File: config.mk
export PLATFORM = sky130hd
export DESIGN_NAME = mem_fold_sequencer
export DESIGN_NICKNAME = d
export VERILOG_FILES = /design/src/rtl/mem_fold_sequencer.sv
export SDC_FILE = /design/constraint.sdc
export NUM_CORES = 1
export LEC_CHECK = 0
export BUFFER_PORTS_ARGS = -buffer_cell sky130_fd_sc_hd__buf_2
export CORE_MARGIN = 2
export CORE_UTILIZATION = 45
export DETAILED_ROUTE_END_ITERATION = 8
export GPL_ROUTABILITY_DRIVEN = 0
export SLEW_MARGIN = 20
export SYNTH_ARGS = -nofsm -noshare
export SYNTH_HDL_FRONTEND = slang
export SYNTH_SLANG_ARGS = --single-unit
File: constraint.sdc
create_clock -name clk -period 2.6 [get_ports clk]
set_clock_uncertainty 0.15 [all_clocks]
set_input_delay 0.52 -clock clk [delete_from_list [all_inputs] [get_ports clk]]
set_output_delay 0.52 -clock clk [all_outputs]
set_load 0.03 [all_outputs]
File: src/rtl/mem_fold_sequencer.sv
// Job sequencer around one shared MW x BW memory: LOAD streams words in, PROC adds INC
// to every word with a one-access-per-cycle pipelined read-modify-write, DRAIN streams words out.
module mem_fold_sequencer #(
    parameter int BW  = 8,
    parameter int MW  = 16,
    parameter int AW  = 4,
    parameter int INC = 1
) (
    input  logic          clk,
    input  logic          rst,
    input  logic          start,
    input  logic [BW-1:0] in_data,
    input  logic          in_valid,
    output logic          in_ready,
    output logic [BW-1:0] out_data,
    output logic          out_valid,
    input  logic          out_ready,
    output logic          busy,
    output logic          done
);

    localparam logic [1:0]    S_IDLE  = 2'd0;
    localparam logic [1:0]    S_LOAD  = 2'd1;
    localparam logic [1:0]    S_PROC  = 2'd2;
    localparam logic [1:0]    S_DRAIN = 2'd3;
    localparam logic [AW-1:0] LAST    = AW'(MW - 1);
    localparam logic [AW-1:0] ONE     = AW'(1);
    localparam logic [BW-1:0] INC_W   = BW'(INC);

    logic [BW-1:0] mem [MW];
    logic [BW-1:0] rd_data_q;
    logic [BW-1:0] out_data_q;

    logic [1:0]    state_q, state_d;
    logic          busy_q, busy_d;
    logic          done_q, done_d;
    logic          out_valid_q, out_valid_d;
    logic [AW-1:0] wr_ptr_q, wr_ptr_d;
    logic [AW-1:0] rd_ptr_q, rd_ptr_d;
    // rd_pend: a PROC read is in flight; rd_done: all MW reads (PROC) or issues (DRAIN) are made
    logic          rd_pend_q, rd_pend_d;
    logic          rd_done_q, rd_done_d;

    logic          mem_we;
    logic          rd_en;
    logic          out_load;
    logic [BW-1:0] mem_wdata;

    assign mem_wdata = (state_q == S_PROC) ? rd_data_q + INC_W : in_data;

    always_comb begin
        // NOTE: every signal gets a default here so no path leaves one unassigned (no latches).
        state_d     = state_q;
        busy_d      = busy_q;
        done_d      = 1'b0;
        out_valid_d = out_valid_q;
        wr_ptr_d    = wr_ptr_q;
        rd_ptr_d    = rd_ptr_q;
        rd_pend_d   = rd_pend_q;
        rd_done_d   = rd_done_q;
        mem_we      = 1'b0;
        rd_en       = 1'b0;
        out_load    = 1'b0;
        case (state_q)
            S_IDLE: begin
                // A start coinciding with the done pulse is not a new job.
                if (start && !done_q) begin
                    state_d  = S_LOAD;
                    busy_d   = 1'b1;
                    wr_ptr_d = '0;
                end
            end
            S_LOAD: begin
                if (in_valid) begin
                    mem_we = 1'b1;
                    if (wr_ptr_q == LAST) begin
                        wr_ptr_d  = '0;
                        rd_ptr_d  = '0;
                        rd_pend_d = 1'b0;
                        rd_done_d = 1'b0;
                        state_d   = S_PROC;
                    end else begin
                        wr_ptr_d = wr_ptr_q + ONE;
                    end
                end
            end
            S_PROC: begin
                rd_pend_d = !rd_done_q;
                if (!rd_done_q) begin
                    rd_en = 1'b1;
                    if (rd_ptr_q == LAST) begin
                        rd_ptr_d  = '0;
                        rd_done_d = 1'b1;
                    end else begin
                        rd_ptr_d = rd_ptr_q + ONE;
                    end
                end
                if (rd_pend_q) begin
                    mem_we = 1'b1;
                    if (wr_ptr_q == LAST) begin
                        wr_ptr_d  = '0;
                        rd_done_d = 1'b0;
                        state_d   = S_DRAIN;
                    end else begin
                        wr_ptr_d = wr_ptr_q + ONE;
                    end
                end
            end
            S_DRAIN: begin
                if (!out_valid_q || out_ready) begin
                    if (!rd_done_q) begin
                        out_load    = 1'b1;
                        out_valid_d = 1'b1;
                        if (rd_ptr_q == LAST) begin
                            rd_ptr_d  = '0;
                            rd_done_d = 1'b1;
                        end else begin
                            rd_ptr_d = rd_ptr_q + ONE;
                        end
                    end else begin
                        out_valid_d = 1'b0;
                        if (out_valid_q) begin
                            state_d = S_IDLE;
                            busy_d  = 1'b0;
                            done_d  = 1'b1;
                        end
                    end
                end
            end
            default: state_d = S_IDLE;
        endcase
    end

    // NOTE: the storage array carries no reset so it maps onto a plain synchronous RAM.
    always_ff @(posedge clk) begin
        if (mem_we) mem[wr_ptr_q] <= mem_wdata;
        if (rd_en)  rd_data_q     <= mem[rd_ptr_q];
    end

    always_ff @(posedge clk) begin
        // NOTE: state registers use non-blocking assignment so every flop samples pre-edge values.
        if (rst) begin
            state_q     <= S_IDLE;
            busy_q      <= 1'b0;
            done_q      <= 1'b0;
            out_valid_q <= 1'b0;
            out_data_q  <= '0;
            wr_ptr_q    <= '0;
            rd_ptr_q    <= '0;
            rd_pend_q   <= 1'b0;
            rd_done_q   <= 1'b0;
        end else begin
            state_q     <= state_d;
            busy_q      <= busy_d;
            done_q      <= done_d;
            out_valid_q <= out_valid_d;
            wr_ptr_q    <= wr_ptr_d;
            rd_ptr_q    <= rd_ptr_d;
            rd_pend_q   <= rd_pend_d;
            rd_done_q   <= rd_done_d;
            if (out_load) out_data_q <= mem[rd_ptr_q];
        end
    end

    assign in_ready  = (state_q == S_LOAD);
    assign out_data  = out_data_q;
    assign out_valid = out_valid_q;
    assign busy      = busy_q;
    assign done      = done_q;

endmodule

==> flow_metrics.tcl <==
set metrics [dict create \
    clkLatencyLatePin_ps 420 \
    area_delta_synth_final_pct 17.02 \
    rrSetupSlack_ps 260 \
    start_kind "register" \
    peakVddDrop_mv 0.5361 \
    syn_nets 477 \
    r2r_start "state_q[0]" \
    grt_pass1_wl_um 22450 \
    synth_edf_count 136 \
    maxSlewViolCount 0 \
    ys_warn_count 0 \
    synth_cell_types 50 \
    post_dp_cell_area_mm2 0.007274 \
    dr.pass1.iters 5 \
    cts_hold_buf 0 \
    clkSinkCount 163 \
    synth_cells 453 \
    initial_core_util_pct 46.22 \
    clk_path_buf_depth 2 \
    synth_common_cells "136 x edfxtp_1, 63 x mux2i_1, 31 x nor2_1" \
    worstPathArrival_ps 2500 \
    period_share_pct 89.93 \
    finalInstanceArea_mm2 0.007890 \
    worst_slew_pin_slew_ps 715.0 \
    crit_path_end_kind "register" \
    ant_nets 0 \
    setup_viol 0 \
    vias 4004 \
    die_area_mm2 0.01598 \
    synth-seq-cells 163 \
    antennaDiodeCount 0 \
    route.detailed.drc 0 \
    grt.met2_usage_pct 30.04 \
    power_uw 7324 \
    grt_usage_pct 19.05 \
    ys_seq_area_share_pct 68.58 \
    avgSynthCellArea_um2 14.88 \
    crit_slowest_cell "a2111oi_4" \
    slew_headroom_pct 52.34 \
    status "finished clean" \
    antenna_found_initial 0 \
    pwr_density_cell_mw_per_mm2 928.2 \
    hp-start "out_ready" \
    crit_required_ps 2760 \
    post-cts-setup-buffer-count 0 \
    netlist_top_cells_area "edfxtp_1 61%, mux2i_1 9.4%, dfxtp_1 8.0%, ha_1 2.0%, a22oi_1 2.0%" \
    h-tree-depth 4 \
    cp_max_fo 9 \
    hpwl_um 10170 \
    core_mm2 0.01459 \
    die_w_um 126.4 \
    clk_pin_slew_ps 60 \
    grt_pass1_vias 3867 \
    synth_flop_cell "edfxtp_1" \
    nets 535 \
    cts_tree "built" \
    root_buffer "clkbuf_16" \
    grt_max_degree 34 \
    path_class "reg -> reg" \
    drv_cap 0 \
    cts_resized 0 \
    wl_um 14660 \
    synth_area_leader_cell "edfxtp_1" \
    numCtsBuffers 17 \
    p_leak_uw 0.002694 \
    min_to "done" \
    final_hold_viol_count 0 \
    die_y_um 126.4 \
    grtUsageMet1_pct 26.30 \
    grtUsageMet3_pct 4.049 \
    num_rows 44 \
    async_flop_share_pct 0 \
    setup_tns_ps 0 \
    critPathLaunch "state_q[0]" \
    min_path_type "in -> reg" \
    timing.fmax_mhz 427.7 \
    synth.most_common_cell "edfxtp_1" \
    worstRegToRegCells 6 \
    busiest_layer "met2" \
    synth_top_area_share_pct 60.57 \
    crit_chain "inv_1 -> ha_1 -> nor2_1 -> a2111oi_4 -> a41oi_1 -> a311oi_1" \
    layout-drive-gt1-share_pct 18.89 \
    synth_area_mm2 0.006743 \
    grt_remaining_overflow 0 \
    ioPinCount 25 \
    viasPerCell 5.655 \
    critPathMaxStageDelay_ps 530 \
    period_minus_slack_ps 2338 \
    grt_setup_unrepaired "no" \
    portBuffers 24 \
    wl_per_cell_um 20.70 \
    drt_iter0_drc 357 \
    hold_depth 3 \
]
==> cells by family (layout without fill, tap and decap cells) <==
logic type                 count (synthesis)  after routing  share of synthesized area (%)
DFF                                      163            163                          68.58
and+or+nand+nor                           88             88                          6.773
AOI/OAI and AO/OA                         81             81                          9.260
muxes                                     66             66                          10.19
buffers and inverters                     38            109                          2.375
adders and majority gates                 11             11                          2.041
xor gates and xnor gates                   6              6                         0.7794
==> area by class of cell <==
cell class / count / area (um^2)
Timing Repair Buffer: 58 / 387.9
Fill cell: 1170 / 6699
Multi-Input combinational cell: 252 / 1962
Clock buffer: 31 / 606.8
Inverter: 19 / 71.32
Clock inverter: 1 / 5.005
Sequential cell: 163 / 4627
Tap cell: 184 / 230.2
==> metrics by stage <==
step,hold slack [ps],utilization [%],instances,setup WS (ps)
after floorplan,327.3,-,453,118.1
after global placement,289.5,49.86,676,345.9
after detailed placement,296.5,49.86,676,216.9
after CTS,254.0,54.06,708,228.9
after global routing,295.2,54.08,708,39.40
final,266.6,54.08,708,261.7
==> cell usage in the layout, fill, tap and decap left out, types with 3 or more instances in the layout <==
cell type,netlist,final
a222oi_1,7,7
a211oi_1,3,3
clkbuf_16,0,20
buf_2,11,24
nor2b_1,7,7
clkbuf_4,0,4
buf_4,1,33
nand2b_1,6,6
xor2_1,4,4
nand3_1,8,8
o2bb2ai_1,8,8
dfxtp_1,27,25
a22oi_1,18,18
and3_1,3,3
inv_1,19,19
ha_1,11,11
clkbuf_8,0,5
nor3_1,4,4
nand2_1,15,15
edfxtp_1,136,136
a21oi_1,21,20
a32oi_1,7,7
mux2i_1,63,63
nor2_1,31,31
==> power by group <==
| group | internal, uW | switching, uW | total, uW |
|---|---|---|---|
| clock | 1570 | 926 | 2490 |
| combinational | 544 | 1040 | 1580 |
| sequential | 3150 | 99.8 | 3250 |
| total | 5260 | 2060 | 7320 |
==> worst max-delay path: cells and delay by family (launching register included) <==
kind                       cells  cell delay, ps
and+or+nand+nor                1             130
DFF                            1             380
adders and majority gates      1             440
AOI/OAI and AO/OA              3            1020
buffers and inverters          1             100
==> metal layers <==
layer | routed length (um) | part of all wire, %
met5 | 0 | 0
met4 | 243 | 1.7
met1 | 6779 | 46
met2 | 6991 | 48
met3 | 641 | 4.4
==> worst max-delay path by stage <==
stage,endpoint,slack [ps],depth (start not counted)
after floorplan,mem[3][0],120,6
after global placement,rd_data_q[5],350,5
after detailed placement,mem[15][4],220,4
after CTS,mem[15][4],230,4
after global routing,register,40,6
final,register,260,6
==> sequential cells by signal (all words and copies together), names as in the netlist, named ones only <==
signal     count
out_valid      1
done           1
busy           1
rd_pend_q      1
rd_done_q      1
mem          128
out_data       8
state_q        2
rd_ptr_q       4
wr_ptr_q       4
rd_data_q      8
Power figures use the tool's default switching activity.
